$ cat config.mk
export PLATFORM = sky130hd
export DESIGN_NAME = ps2_message_buffer
export DESIGN_NICKNAME = d
export VERILOG_FILES = /design/src/rtl/ps2_pkg.sv /design/src/rtl/sync_char_fifo.sv /design/src/rtl/ps2_message_buffer.sv
export SDC_FILE = /design/constraint.sdc
export NUM_CORES = 1
export LEC_CHECK = 0
export BUFFER_PORTS_ARGS = -buffer_cell sky130_fd_sc_hd__buf_4
export CORE_ASPECT_RATIO = 1.1
export CORE_MARGIN = 2
export CORE_UTILIZATION = 53
export DETAILED_ROUTE_END_ITERATION = 10
export PLACE_DENSITY_LB_ADDON = 0.25
export SYNTH_ARGS = -nofsm -noshare
export SYNTH_HDL_FRONTEND = slang
export SYNTH_SLANG_ARGS = --single-unit
export TNS_END_PERCENT = 5
$ cat constraint.sdc
create_clock -name clock -period 4.8 [get_ports clock]
set_clock_uncertainty 0.05 [all_clocks]
set_input_delay 0.72 -clock clock [delete_from_list [all_inputs] [get_ports clock]]
set_output_delay 0.72 -clock clock [all_outputs]
set_load 0.01 [all_outputs]
$ cat src/rtl/ps2_pkg.sv
// Shared PS/2 set-2 constants, decoder state type and the scan-to-ASCII lookup
// used by the message buffer.
package ps2_pkg;

    localparam logic [7:0] SC_BREAK  = 8'hF0;
    localparam logic [7:0] SC_EXT    = 8'hE0;
    localparam logic [7:0] SC_LSHIFT = 8'h12;
    localparam logic [7:0] SC_RSHIFT = 8'h59;
    localparam logic [7:0] SC_ENTER  = 8'h5A;
    localparam logic [7:0] SC_BKSP   = 8'h66;
    localparam logic [7:0] SC_SPACE  = 8'h29;

    localparam logic [7:0] ASCII_DEL = 8'd127;
    localparam logic [7:0] ASCII_CR  = 8'd13;

    typedef enum logic [1:0] {
        IDLE,
        BRK,
        EXT,
        EXT_BRK
    } dec_state_t;

    // Returns {hit, ascii}; hit=0 means the code has no character.
    function automatic logic [8:0] scan_to_ascii(input logic [7:0] code, input logic upper);
        logic [4:0] idx;
        logic       is_letter;
        logic [8:0] res;
        idx       = 5'd0;
        is_letter = 1'b1;
        res       = 9'd0;
        case (code)
            8'h1C: idx = 5'd0;   8'h32: idx = 5'd1;   8'h21: idx = 5'd2;
            8'h23: idx = 5'd3;   8'h24: idx = 5'd4;   8'h2B: idx = 5'd5;
            8'h34: idx = 5'd6;   8'h33: idx = 5'd7;   8'h43: idx = 5'd8;
            8'h3B: idx = 5'd9;   8'h42: idx = 5'd10;  8'h4B: idx = 5'd11;
            8'h3A: idx = 5'd12;  8'h31: idx = 5'd13;  8'h44: idx = 5'd14;
            8'h4D: idx = 5'd15;  8'h15: idx = 5'd16;  8'h2D: idx = 5'd17;
            8'h1B: idx = 5'd18;  8'h2C: idx = 5'd19;  8'h3C: idx = 5'd20;
            8'h2A: idx = 5'd21;  8'h1D: idx = 5'd22;  8'h22: idx = 5'd23;
            8'h35: idx = 5'd24;  8'h1A: idx = 5'd25;
            default: is_letter = 1'b0;
        endcase
        if (is_letter) begin
            res = {1'b1, (upper ? 8'd65 : 8'd97) + {3'b000, idx}};
        end else begin
            case (code)
                8'h45:    res = {1'b1, 8'd48};
                8'h16:    res = {1'b1, 8'd49};
                8'h1E:    res = {1'b1, 8'd50};
                8'h26:    res = {1'b1, 8'd51};
                8'h25:    res = {1'b1, 8'd52};
                8'h2E:    res = {1'b1, 8'd53};
                8'h36:    res = {1'b1, 8'd54};
                8'h3D:    res = {1'b1, 8'd55};
                8'h3E:    res = {1'b1, 8'd56};
                8'h46:    res = {1'b1, 8'd57};
                SC_SPACE: res = {1'b1, 8'd32};
                SC_BKSP:  res = {1'b1, ASCII_DEL};
                SC_ENTER: res = {1'b1, ASCII_CR};
                default:  res = 9'd0;
            endcase
        end
        return res;
    endfunction

endpackage

$ cat src/rtl/sync_char_fifo.sv
// Single-clock show-ahead FIFO with a sticky overflow flag; the head reads as
// zero while empty so downstream never sees stale storage.
module sync_char_fifo #(
    parameter int WIDTH = 8,
    parameter int DEPTH = 8
) (
    input  logic             clock,
    input  logic             resetn,
    input  logic             wr_en,
    input  logic [WIDTH-1:0] wr_data,
    input  logic             rd_en,
    output logic [WIDTH-1:0] rd_data,
    output logic             empty,
    output logic             full,
    output logic             overflow
);

    localparam int AW = (DEPTH > 1) ? $clog2(DEPTH) : 1;

    logic [WIDTH-1:0] mem [DEPTH];
    logic [AW-1:0]    wr_ptr_reg, rd_ptr_reg;
    logic [AW:0]      count_reg, count_next;
    logic             overflow_reg;
    logic             push, pop;

    assign empty = (count_reg == '0);
    assign full  = (count_reg == (AW+1)'(DEPTH));
    assign pop   = rd_en && !empty;
    // A full FIFO still accepts a write when a pop frees a slot in the same cycle.
    assign push  = wr_en && (!full || pop);

    always_comb begin
        count_next = count_reg;
        case ({push, pop})
            2'b10:   count_next = count_reg + 1'b1;
            2'b01:   count_next = count_reg - 1'b1;
            default: count_next = count_reg;
        endcase
    end

    always_ff @(posedge clock) begin
        if (push) begin
            mem[wr_ptr_reg] <= wr_data;
        end
    end

    always_ff @(posedge clock or negedge resetn) begin
        if (!resetn) begin
            wr_ptr_reg   <= '0;
            rd_ptr_reg   <= '0;
            count_reg    <= '0;
            overflow_reg <= 1'b0;
        end else begin
            if (push) wr_ptr_reg <= wr_ptr_reg + 1'b1;
            if (pop)  rd_ptr_reg <= rd_ptr_reg + 1'b1;
            count_reg <= count_next;
            if (wr_en && !push) overflow_reg <= 1'b1;
        end
    end

    assign rd_data  = empty ? '0 : mem[rd_ptr_reg];
    assign overflow = overflow_reg;

endmodule

$ cat src/rtl/ps2_message_buffer.sv
// PS/2 scan-byte decoder feeding a character FIFO for the LCD and an editable
// message handed to the GPIO link with a ready/ack handshake.
module ps2_message_buffer
    import ps2_pkg::*;
#(
    parameter int MSG_CHARS  = 16,
    parameter int FIFO_DEPTH = 8,
    parameter int SHIFT_EN   = 1
) (
    input  logic                           clock,
    input  logic                           resetn,
    input  logic                           scan_valid,
    input  logic [7:0]                     scan_code,
    output logic                           char_valid,
    output logic [7:0]                     char_ascii,
    input  logic                           fifo_rd,
    output logic [7:0]                     fifo_data,
    output logic                           fifo_empty,
    output logic                           fifo_full,
    output logic                           overflow,
    input  logic                           msg_send,
    output logic [8*MSG_CHARS-1:0]         msg_out,
    output logic [$clog2(MSG_CHARS+1)-1:0] msg_len,
    output logic                           msg_ready,
    input  logic                           msg_ack
);

    localparam int            LW      = $clog2(MSG_CHARS+1);
    localparam logic [LW-1:0] MSG_MAX = LW'(MSG_CHARS);

    dec_state_t state_reg, state_next;
    logic       shift_reg, shift_next;
    logic       char_valid_reg, char_valid_next;
    logic [7:0] char_ascii_reg, char_ascii_next;
    logic [8:0] lookup;
    logic       is_shift;

    assign lookup   = scan_to_ascii(scan_code, shift_reg && (SHIFT_EN != 0));
    assign is_shift = (scan_code == SC_LSHIFT) || (scan_code == SC_RSHIFT);

    always_comb begin
        state_next      = state_reg;
        shift_next      = shift_reg;
        char_valid_next = 1'b0;
        char_ascii_next = char_ascii_reg;
        if (scan_valid) begin
            case (state_reg)
                IDLE: begin
                    if (scan_code == SC_BREAK)     state_next = BRK;
                    else if (scan_code == SC_EXT)  state_next = EXT;
                    else if (is_shift)             shift_next = 1'b1;
                    else if (lookup[8]) begin
                        char_valid_next = 1'b1;
                        char_ascii_next = lookup[7:0];
                    end
                end
                BRK: begin
                    if (is_shift) shift_next = 1'b0;
                    state_next = IDLE;
                end
                EXT:     state_next = (scan_code == SC_BREAK) ? EXT_BRK : IDLE;
                EXT_BRK: state_next = IDLE;
                default: state_next = IDLE;
            endcase
        end
    end

    always_ff @(posedge clock or negedge resetn) begin
        if (!resetn) begin
            state_reg      <= IDLE;
            shift_reg      <= 1'b0;
            char_valid_reg <= 1'b0;
            char_ascii_reg <= 8'd0;
        end else begin
            state_reg      <= state_next;
            shift_reg      <= shift_next;
            char_valid_reg <= char_valid_next;
            char_ascii_reg <= char_ascii_next;
        end
    end

    assign char_valid = char_valid_reg;
    assign char_ascii = char_ascii_reg;

    sync_char_fifo #(
        .WIDTH (8),
        .DEPTH (FIFO_DEPTH)
    ) u_fifo (
        .clock    (clock),
        .resetn   (resetn),
        .wr_en    (char_valid_reg),
        .wr_data  (char_ascii_reg),
        .rd_en    (fifo_rd),
        .rd_data  (fifo_data),
        .empty    (fifo_empty),
        .full     (fifo_full),
        .overflow (overflow)
    );

    logic [8*MSG_CHARS-1:0] msg_reg, msg_next;
    logic [LW-1:0]          len_reg, len_next;
    logic                   ready_reg, ready_next;
    logic                   clear, editable, printable;

    assign clear     = ready_reg && msg_ack;
    assign editable  = !ready_reg || clear;
    assign printable = (char_ascii_reg >= 8'd32) && (char_ascii_reg <= 8'd126);

    // An ack clears first, so a character arriving in the same cycle lands at index 0.
    always_comb begin
        msg_next   = msg_reg;
        len_next   = len_reg;
        ready_next = ready_reg;
        if (clear) begin
            msg_next   = '0;
            len_next   = '0;
            ready_next = 1'b0;
        end
        if (editable && char_valid_reg) begin
            if (printable) begin
                if (len_next < MSG_MAX) begin
                    msg_next[8*int'(len_next) +: 8] = char_ascii_reg;
                    len_next = len_next + 1'b1;
                end
            end else if (char_ascii_reg == ASCII_DEL) begin
                if (len_next != '0) begin
                    msg_next[8*(int'(len_next)-1) +: 8] = 8'd0;
                    len_next = len_next - 1'b1;
                end
            end else if (char_ascii_reg == ASCII_CR) begin
                if (len_next != '0) ready_next = 1'b1;
            end
        end
        if (!ready_reg && msg_send && (len_next != '0)) begin
            ready_next = 1'b1;
        end
    end

    always_ff @(posedge clock or negedge resetn) begin
        if (!resetn) begin
            msg_reg   <= '0;
            len_reg   <= '0;
            ready_reg <= 1'b0;
        end else begin
            msg_reg   <= msg_next;
            len_reg   <= len_next;
            ready_reg <= ready_next;
        end
    end

    assign msg_out   = msg_reg;
    assign msg_len   = len_reg;
    assign msg_ready = ready_reg;

endmodule

==> insert_results.sql, run 1 <==
INSERT INTO impl_metrics (metric_group, metric, value, unit) VALUES
('final_layout', 'sequential_cell_area', '0.00585', 'mm²'),
('clock_network', 'clk-insertion-delay-late', '0.53', 'ns'),
('worst_setup_path', 'crit_path_cell_trace', 'nand2_1, nand2_1, ha_1, nand2b_1, a32oi_2, nand3_1, or2_2, ha_1, nor4bb_1, nand3_1, a211oi_2, nand3_1, o41ai_2, a21oi_1, a22o_1', ''),
('worst_setup_path', 'critical_path_required', '5.16', 'ns'),
('synth', 'synth-main-ff-cell', 'dfrtp_1', ''),
('timing', 'period_needed', '4.52', 'ns'),
('min_path', 'hold_path.class', 'in -> async', ''),
('power', 'p_int', '4.05', 'mW'),
('global_route', 'vias_in_the_first_global_route', '8508', ''),
('synth', 'xor_xnor_share_of_the_synthesized_area', '1.28', '%'),
('timing', 'timing.fmax', '0.221', 'GHz'),
('worst_setup_path', 'path_buf_inv', '0', ''),
('route', 'dr.pass1.iters', '6', ''),
('route', 'via_per_inst', '6.36', ''),
('floorplan', 'fp-row-count', '54', ''),
('worst_setup_path', 'critPathSlowestCell', 'a211oi_2', ''),
('synth', 'yosys.area_share.adder', '2.02', '%'),
('clock_network', 'maximum_level_of_the_cts_h_tree', '1', ''),
('synth', 'flip_flop_and_latch_count_after_synthesis', '221', ''),
('clock_network', 'cts-resized-gates', '0', ''),
('floorplan', 'dieArea', '0.0217', 'mm²'),
('placed_design', 'port_buffers', '167', ''),
('synth', 'ys_types', '87', ''),
('final_layout', 'n_antenna_cell', '0', ''),
('worst_setup_path', 'worst_setup_path_start_kind', 'flop', ''),
('power', 'power_switching', '2.31', 'mW'),
('global_route', 'grt_max_degree', '89', ''),
('synth', 'fraction_of_synthesized_cell_area_taken_by_the_top_area_cell_type', '36.1', '%'),
('timing', 'grt_setup_unrepaired', 'false', ''),
('timing', 'finalHoldViolations', '0', ''),
('synth', 'syn-mean-instance-area', '11.3', 'µm²'),
('route', 'wirelength', '31.6', 'mm'),
('synth', 'syn-num-nets', '998', ''),
('clock_network', 'cts_tree', 'done', ''),
('final_layout', 'most_common_cell_after_layout_fill_and_taps_aside', 'buf_4', ''),
('synth', 'synth_enable_flop_cells', '64', ''),
('global_route', 'grt_pass1_wl', '49.2', 'mm'),
('route', 'postRouteAntennaNets', '0', ''),
('run', 'cap_viol_max_count', '0', ''),
('power', 'power.sequential.fraction', '35.9', '%'),
('synth', 'synth.top_cells.by_area', 'dfrtp_1 36%, edfxtp_1 18%, nand2_1 3.7%, mux4_2 3.3%, a22o_1 3.1%', ''),
('floorplan', 'design.core.area', '0.0200', 'mm²'),
('timing', 'timing.final.ws_setup', '0.276', 'ns'),
('clock_network', 'clk_root_buffer_cell', 'clkbuf_16', ''),
('worst_setup_path', 'critical_path.most_common_cell', 'nand3_1', ''),
('global_route', 'grt_use_total', '28.5', '%'),
('final_layout', 'share_of_final_layout_standard_cells_stronger_than_drive_strength_1', '25.5', '%'),
('synth', 'synth.mux.area_fraction', '5.13', '%'),
('synth', 'synth.yosys.seq_area_share', '53.8', '%'),
('synth', 'post-synth-top-area-cell', 'dfrtp_1', ''),
('final_layout', 'nFillCells', '1493', ''),
('synth', 'synth_instances', '967', ''),
('synth', 'async_set_reset_flop_share_out_of_synthesis', '71.0', '%'),
('worst_setup_path', 'path_delay_family', 'compound AO/OA/AOI/OAI gates', ''),
('outcome', 'run_status', 'complete, no violations', ''),
('power', 'power_density', '477', 'mW/mm²'),
('timing', 'finalSetupTns', '0', 'ns'),
('final_layout', 'area_growth_syn_to_layout', '22.4', '%'),
('timing', 'min_period_over_period', '94.2', '%'),
('timing', 'final-setup-viol-count', '0', ''),
('clock_network', 'clkSinkCount', '221', ''),
('global_route', 'antenna_found_initial', '0', ''),
('route', 'via_count', '8917', ''),
('synth', 'yosysWarningCount', '0', ''),
('final_layout', 'largest_register_ff_count', '128', ''),
('clock_network', 'numCtsBuffers', '24', ''),
('power', 'power.share.switching', '36.3', '%'),
('final_layout', 'design.final.nets', '1163', ''),
('final_layout', 'multi_input_area', '0.00474', 'mm²'),
('timing', 'worst_slew_pin_slew', '1.31', 'ns'),
('floorplan', 'pin_count', '168', '');
[cells in the mapped netlist, drive strengths merged (9+ instances only)]
master / count
a22o: 39
and3: 10
a22oi: 9
o2bb2ai: 33
xnor2: 11
nand3: 35
nand2: 107
dfrtp: 157
nor4: 11
a211oi: 10
mux4: 16
nor3: 26
nand2b: 20
o21ai: 38
a32o: 25
clkbuf: 40
and2: 17
buf: 17
nor2b: 9
ha: 16
edfxtp: 64
mux2i: 13
nor2: 60
a21oi: 39
inv: 17
[power by group through the flow]
stage / logic [mW] / registers (mW) / clock network, mW
global route: 2.21 / 2.31 / 2.10
global placement: 2.00 / 2.32 / 0
finish: 2.07 / 2.28 / 2.01
CTS: 2.03 / 2.29 / 2.02
detailed placement: 2.03 / 2.33 / 0
floorplan: 1.36 / 2.22 / 0
[routing by layer]
metal / up-vias / track usage [%] / routed length [µm]
li1: 4016 / - / -
met1: 4335 / 41.3 / 13200
met2: 482 / 43.1 / 14200
met3: 84 / 6.81 / 3210
met4: 0 / 8.67 / 917
met5: - / 0 / 0
[final timing paths]
check                      depth (start not counted)              endpoint  slack, ns             from
min in group clock                                 2          state_reg[0]       0.41       scan_valid
max in group asynchronous                          2  u_fifo.wr_ptr_reg[2]       3.45           resetn
min                                                1   u_fifo.count_reg[0]       0.18           resetn
max                                               15           msg_out[72]       0.28        msg_ready
min reg2reg                                        1       u_fifo.overflow       0.42  u_fifo.overflow
max reg2reg                                       15           msg_out[72]       0.28        msg_ready
[area by class of cell]
cell class              instances  share of cell area (%)
clock buffers                  34                    5.43
clock inverters                10                    1.14
inverters                      17                   0.479
multi-input cells             672                    35.6
flip-flops and latches        221                    43.9
well taps                     252                    2.37
repair buffers                196                    11.1
[logic make-up (layout without fill, tap and decap cells)]
| kind of cell | after synthesis | after routing |
|---|---|---|
| AO/OA/AOI/OAI | 258 | 258 |
| XOR/XNOR | 15 | 15 |
| adder cells (fa/ha/maj) | 17 | 17 |
| buffers and inverters | 74 | 257 |
| flip-flops | 221 | 221 |
| multiplexers | 35 | 35 |
| AND/OR/NAND/NOR | 347 | 347 |
[metrics by stage]
step                      hold WS, ns  util [%]  std cells  instance area (µm²)  power (mW)
after detailed placement        0.406      62.2       1358                12400        4.35
after global routing            0.275      66.6       1402                13300        6.62
after global placement          0.390      62.2       1358                12400        4.32
after CTS                       0.253      66.6       1402                13300        6.34
final                           0.180      66.6       1402                13300        6.36
after floorplan                 0.374         -        967                10900        3.58
No activity file was read; power rests on OpenSTA's default activity.
==> run 2: changes to the inputs <==
==> constraint.sdc (replaced) <==
create_clock -name clock -period 5.4 [get_ports clock]
set_clock_uncertainty 0.05 [all_clocks]
set_input_delay 0.81 -clock clock [delete_from_list [all_inputs] [get_ports clock]]
set_output_delay 0.81 -clock clock [all_outputs]
set_load 0.01 [all_outputs]
==> insert_results.sql, run 2 (same netlist as run 1, synthesis figures left out) <==
INSERT INTO impl_metrics (metric_group, metric, value, unit) VALUES
('route', 'drt-wirelength-per-cell', '22.7', 'µm'),
('clock_network', 'cts-resized-gates', '0', ''),
('worst_setup_path', 'setup.worst_path.end_class', 'flop', ''),
('route', 'met2WireLength', '14.6', 'mm'),
('final_layout', 'area_growth_syn_to_layout', '20.1', '%'),
('final_layout', 'nFillCells', '1554', ''),
('clock_network', 'maximum_level_of_the_cts_h_tree', '1', ''),
('global_route', 'vias_in_the_first_global_route', '8699', ''),
('final_layout', 'share_of_final_layout_standard_cells_stronger_than_drive_strength_1', '24.1', '%'),
('placed_design', 'place.detailed.hpwl', '21.7', 'mm'),
('power', 'max-vdd-ir-drop', '0.000197', 'V'),
('worst_setup_path', 'crit_path_cell_trace', 'nand2_1, nand2_1, ha_1, nand2b_1, a32oi_2, nand3_1, or2_2, ha_1, nor4bb_1, nand3_1, a211oi_2, nand3_2, nor4b_1, o21ai_1, a22o_1', ''),
('worst_setup_path', 'path_delay_family', 'simple AND/OR/NAND/NOR gates', ''),
('worst_setup_path', 'worstPathMaxFanout', '10', ''),
('min_path', 'hold_path.class', 'in -> async', ''),
('floorplan', 'design.core.area', '0.0200', 'mm²'),
('route', 'postRouteAntennaNets', '0', ''),
('worst_setup_path', 'critical-path-max-stage-delay', '0.55', 'ns'),
('route', 'dr.pass1.iters', '5', ''),
('floorplan', 'floorplan.die.height', '154', 'µm'),
('timing', 'min_period_over_period', '87.4', '%'),
('worst_setup_path', 'worst-setup-path-type', 'reg -> reg', ''),
('timing', 'timing.fmax', '0.212', 'GHz'),
('run', 'cap_viol_max_count', '0', ''),
('outcome', 'run_status', 'complete, no violations', ''),
('global_route', 'grt_pass1_wl', '49.5', 'mm'),
('timing', 'worst_slew_margin_rel', '15.2', '%'),
('timing', 'worst_slew_pin_slew', '1.26', 'ns'),
('global_route', 'grt_max_degree', '76', ''),
('final_layout', 'layout_common_cells', '181 x buf_4, 157 x dfrtp_1, 106 x nand2_1, 64 x edfxtp_1, 59 x nor2_1', ''),
('worst_setup_path', 'worst_setup_path_start_kind', 'flop', ''),
('power', 'power_density', '408', 'mW/mm²'),
('clock_network', 'cts_tree', 'done', ''),
('route', 'wirelength', '31.5', 'mm'),
('timing', 'finalHoldViolations', '0', ''),
('worst_setup_path', 'critPathSlowestCell', 'dfrtp_1', ''),
('clock_network', 'number_of_buffers_inserted_for_hold_repair_after_clock_tree_synthesis', '0', ''),
('floorplan', 'initial_utilization', '54.4', '%'),
('route', 'first_iter_violations', '789', ''),
('timing', 'final-setup-viol-count', '0', ''),
('power', 'power.total', '5.34', 'mW'),
('clock_network', 'clk-insertion-delay-late', '0.52', 'ns'),
('clock_network', 'clkSinkCount', '221', ''),
('timing', 'finalSetupTns', '0', 'ns'),
('floorplan', 'pin_count', '168', ''),
('floorplan', 'fp-row-count', '54', ''),
('clock_network', 'post_cts.repair.setup_buffers', '0', ''),
('clock_network', 'cts.clk_slew.worst_paths', '0.06', 'ns'),
('route', 'via_count', '8933', ''),
('final_layout', 'final_cell_count_no_fill', '1386', ''),
('clock_network', 'clock_path_buffers', '3', ''),
('global_route', 'antenna_found_initial', '0', ''),
('worst_setup_path', 'crit_arrival', '5.07', 'ns'),
('final_layout', 'design.final.nets', '1148', ''),
('clock_network', 'numCtsBuffers', '23', ''),
('route', 'route.detailed.drc', '0', ''),
('route', 'via_per_inst', '6.45', ''),
('floorplan', 'die-width', '141', 'µm'),
('worst_setup_path', 'critical_path_required', '5.75', 'ns'),
('worst_setup_path', 'path_buf_inv', '0', ''),
('placed_design', 'port_buffers', '167', ''),
('route', 'wl_met3', '2.77', 'mm'),
('global_route', 'grt_overflow', '0', ''),
('timing', 'period_needed', '4.72', 'ns'),
('floorplan', 'dieArea', '0.0217', 'mm²'),
('route', 'dr.max_layer_used', 'met4', ''),
('power', 'leakagePower', '5.57', 'nW'),
('placed_design', 'dp_cells', '1344', ''),
('final_layout', 'n_antenna_cell', '0', ''),
('placed_design', 'finalWeightedCongestion', '0.960', ''),
('timing', 'grt_setup_unrepaired', 'false', ''),
('final_layout', 'largest_register_ff_count', '128', ''),
('clock_network', 'clk_root_buffer_cell', 'clkbuf_16', ''),
('timing', 'final_max_slew_viol_count', '0', ''),
('final_layout', 'most_common_cell_after_layout_fill_and_taps_aside', 'buf_4', ''),
('route', 'routedLengthMet1', '13.1', 'mm'),
('global_route', 'grt_use_total', '28.8', '%');
==> run 2: cell type report <==
class,instances,area [µm²],area share (%)
inverters,17,63.8,0.488
clock buffers,28,614,4.70
repair buffers,182,1370,10.5
flip-flops and latches,221,5850,44.8
well taps,252,315,2.41
clock inverters,14,113,0.862
multi-input cells,672,4740,36.3
==> run 2: worst paths after layout <==
| path | slack, ns | to | cells past startpoint | start |
|---|---|---|---|---|
| worst max-delay path | 0.68 | msg_out[88] | 15 | msg_ready |
| min in group clock | 0.41 | u_fifo.overflow | 1 | u_fifo.overflow |
| worst min-delay path | 0.27 | u_fifo.count_reg[0] | 1 | resetn |
| worst min register to register | 0.41 | u_fifo.overflow | 1 | u_fifo.overflow |
| worst max register to register | 0.68 | msg_out[88] | 15 | msg_ready |
| max in group asynchronous | 3.95 | msg_out[88] | 2 | resetn |
==> run 2: metrics by stage <==
step                cell area, µm²  hold slack, ns  setup WS, ns  util [%]
floorplan                    10900           0.399         0.737         -
global placement             12300           0.389         0.448      61.7
detailed placement           12300           0.397         0.387      61.7
CTS                          13100           0.285         0.721      65.3
global route                 13100           0.326         0.164      65.3
finish                       13100           0.271         0.678      65.3
==> run 2: metal layers <==
metal  vias to the layer above  track usage (%)
met5                         -                0
met3                        85             5.39
met4                         0             9.10
li1                       3974                -
met2                       451             45.1
met1                      4423             41.1
==> run 2: power breakdown <==
group          switching [mW]  total, mW  internal, mW
registers               0.209       2.05          1.84
clock network           0.663       1.53         0.863
logic                    1.13       1.76         0.631
total                    2.00       5.34          3.34
==> run 3: changes to the inputs <==
--- a/config.mk
+++ b/config.mk
@@ -11,6 +11,7 @@
 export CORE_UTILIZATION = 53
 export DETAILED_ROUTE_END_ITERATION = 10
 export PLACE_DENSITY_LB_ADDON = 0.25
+export REMOVE_ABC_BUFFERS = 1
 export SYNTH_ARGS = -nofsm -noshare
 export SYNTH_HDL_FRONTEND = slang
 export SYNTH_SLANG_ARGS = --single-unit
==> insert_results.sql, run 3 (same netlist as run 1, synthesis figures left out) <==
INSERT INTO impl_metrics (metric_group, metric, value, unit) VALUES
('min_path', 'hold_path.class', 'in -> async', ''),
('power', 'power.share.switching', '36.4', '%'),
('clock_network', 'post_cts.repair.setup_buffers', '0', ''),
('route', 'first_iter_violations', '696', ''),
('timing', 'final-setup-viol-count', '0', ''),
('final_layout', 'final_cell_count_no_fill', '1390', ''),
('worst_setup_path', 'critical_path.most_common_cell', 'nand3_1', ''),
('timing', 'period_needed', '4.83', 'ns'),
('route', 'via_per_inst', '6.48', ''),
('outcome', 'run_status', 'complete, no violations', ''),
('global_route', 'vias_in_the_first_global_route', '8594', ''),
('power', 'power_density', '419', 'mW/mm²'),
('floorplan', 'design.core.area', '0.0200', 'mm²'),
('clock_network', 'numCtsBuffers', '23', ''),
('power', 'max-vdd-ir-drop', '0.000291', 'V'),
('timing', 'finalHoldViolations', '0', ''),
('worst_setup_path', 'critical-path-max-stage-delay', '0.55', 'ns'),
('floorplan', 'floorplan.die.height', '154', 'µm'),
('placed_design', 'dp_cells', '1348', ''),
('route', 'drt-wirelength-per-cell', '22.4', 'µm'),
('worst_setup_path', 'worstRegToRegCells', '15', ''),
('final_layout', 'most_common_cell_after_layout_fill_and_taps_aside', 'buf_4', ''),
('final_layout', 'utilization', '65.9', '%'),
('route', 'via_count', '9004', ''),
('power', 'power.sequential.fraction', '36.8', '%'),
('placed_design', 'place.detailed.hpwl', '20.9', 'mm'),
('floorplan', 'fp-row-count', '54', ''),
('worst_setup_path', 'worstPathMaxFanout', '10', ''),
('global_route', 'antenna_found_initial', '0', ''),
('worst_setup_path', 'setup.worst_path.end_class', 'flop', ''),
('timing', 'min_period_over_period', '89.4', '%'),
('run', 'cap_viol_max_count', '0', ''),
('timing', 'timing.fmax', '0.207', 'GHz'),
('worst_setup_path', 'ff2ff_setup_slack', '0.57', 'ns'),
('timing', 'worst_slew_pin_slew', '1.16', 'ns'),
('final_layout', 'layout_common_cells', '185 x buf_4, 157 x dfrtp_1, 106 x nand2_1, 64 x edfxtp_1, 59 x nor2_1', ''),
('placed_design', 'post-place-ws', '0.388', 'ns'),
('route', 'postRouteAntennaNets', '0', ''),
('final_layout', 'share_of_final_layout_standard_cells_stronger_than_drive_strength_1', '24.4', '%'),
('floorplan', 'pin_count', '168', ''),
('worst_setup_path', 'crit_path_cell_trace', 'nand2_1, nand2_1, ha_1, nand2b_1, a32oi_2, nand3_1, or2_2, ha_1, nor4bb_1, nand3_1, a211oi_2, nand3_1, o41ai_2, a21oi_1, a22o_1', ''),
('clock_network', 'maximum_level_of_the_cts_h_tree', '1', ''),
('worst_setup_path', 'critical_path_required', '5.75', 'ns'),
('timing', 'timing.final.ws_setup', '0.571', 'ns'),
('power', 'power_switching', '2.01', 'mW'),
('clock_network', 'number_of_buffers_inserted_for_hold_repair_after_clock_tree_synthesis', '0', ''),
('power', 'p_int', '3.51', 'mW'),
('timing', 'finalSetupTns', '0', 'ns'),
('global_route', 'grt_use_total', '28.3', '%'),
('floorplan', 'dieArea', '0.0217', 'mm²'),
('placed_design', 'port_buffers', '167', ''),
('final_layout', 'nFillCells', '1512', ''),
('clock_network', 'cts.clk_slew.worst_paths', '0.06', 'ns'),
('timing', 'final_max_slew_viol_count', '0', ''),
('route', 'wirelength', '31.1', 'mm'),
('clock_network', 'clk_root_buffer_cell', 'clkbuf_16', ''),
('power', 'power.total', '5.52', 'mW'),
('global_route', 'grt_max_degree', '104', ''),
('worst_setup_path', 'crit_arrival', '5.18', 'ns'),
('final_layout', 'largest_register_ff_count', '128', ''),
('worst_setup_path', 'worst-setup-path-type', 'reg -> reg', ''),
('clock_network', 'clk-insertion-delay-late', '0.52', 'ns'),
('placed_design', 'finalWeightedCongestion', '1.02', ''),
('timing', 'grt_setup_unrepaired', 'false', ''),
('global_route', 'grt_overflow', '0', ''),
('clock_network', 'cts-resized-gates', '0', ''),
('timing', 'worst_slew_margin_rel', '22.3', '%'),
('final_layout', 'n_antenna_cell', '0', ''),
('global_route', 'grt_pass1_wl', '48.9', 'mm'),
('floorplan', 'die-width', '141', 'µm'),
('worst_setup_path', 'worst_setup_path_start_kind', 'flop', ''),
('worst_setup_path', 'worst_r2r_startpoint', 'msg_ready', ''),
('final_layout', 'area_growth_syn_to_layout', '21.1', '%'),
('clock_network', 'cts_tree', 'done', ''),
('power', 'leakagePower', '5.65', 'nW'),
('route', 'dr.pass1.iters', '8', ''),
('floorplan', 'initial_utilization', '54.4', '%'),
('final_layout', 'design.final.nets', '1152', ''),
('power', 'power.combinational.fraction', '32.7', '%'),
('clock_network', 'clkSinkCount', '221', ''),
('clock_network', 'clock_path_buffers', '3', ''),
('worst_setup_path', 'worst_r2r_endpoint', 'msg_out[75]', ''),
('route', 'route.detailed.drc', '0', ''),
('power', 'pwr-share-clk', '30.5', '%'),
('worst_setup_path', 'critPathSlowestCell', 'a211oi_2', '');
[run 3: changes by cell type in the layout (fill, tap and decap cells not counted)]
cell        delta
buf_4          +4
clkinv_1       -3
clkinvlp_4     -3
bufinv_16      +2
clkbuf_1       +2
clkbuf_16      +2
clkinv_4       -2
clkbuf_8       +1
clkinv_2       +1
[run 3: per-stage QoR]
step	area (µm²)	hold WS [ns]
after floorplan	10700	0.399
after global placement	12400	0.395
after detailed placement	12400	0.422
after CTS	13200	0.384
after global routing	13200	0.422
final	13200	0.340
[run 3: critical path: cells and delay by family, from the launching register on]
kind	cells	cell delay, ns
compound gates	5	1.89
fa+ha+maj	2	0.55
flops	1	0.51
simple gates	8	1.71
[run 3: metal layers]
layer  vias up  share of wire, %  track usage [%]
met4         0               3.0             8.38
met1      4398                42             41.1
met2       524                46             44.0
met5         -                 0                0
met3        85               9.1             4.98
li1       3997                 -                -
[run 3: cell type report]
class | instances | area, µm² | area share [%]
flip-flops and latches | 221 | 5850 | 44.4
multi-input cells | 672 | 4740 | 36.0
repair buffers | 186 | 1400 | 10.6
well taps | 252 | 315 | 2.39
clock buffers | 33 | 686 | 5.20
clock inverters | 9 | 126 | 0.959
inverters | 17 | 63.8 | 0.484
[run 3: worst max-delay path by stage]
stage / cells past startpoint / endpoint / slack [ns] / startpoint
final: 15 / msg_out[75] / 0.57 / msg_ready
after global routing: 15 / msg_out[74] / 0.25 / msg_ready
after CTS: 15 / msg_out[72] / 0.75 / msg_ready
after detailed placement: 15 / msg_out[92] / 0.39 / msg_ack
after global placement: 15 / msg_out[92] / 0.61 / msg_ack
after floorplan: 14 / msg_out[93] / 0.46 / msg_ack
[run 3: power by group through the flow]
stage | clock network [mW] | registers (mW) | logic (mW)
floorplan | 0 | 2.06 | 1.05
global placement | 0 | 2.06 | 1.72
detailed placement | 0 | 2.06 | 1.75
CTS | 1.70 | 2.03 | 1.76
global route | 1.76 | 2.06 | 1.94
finish | 1.68 | 2.03 | 1.80
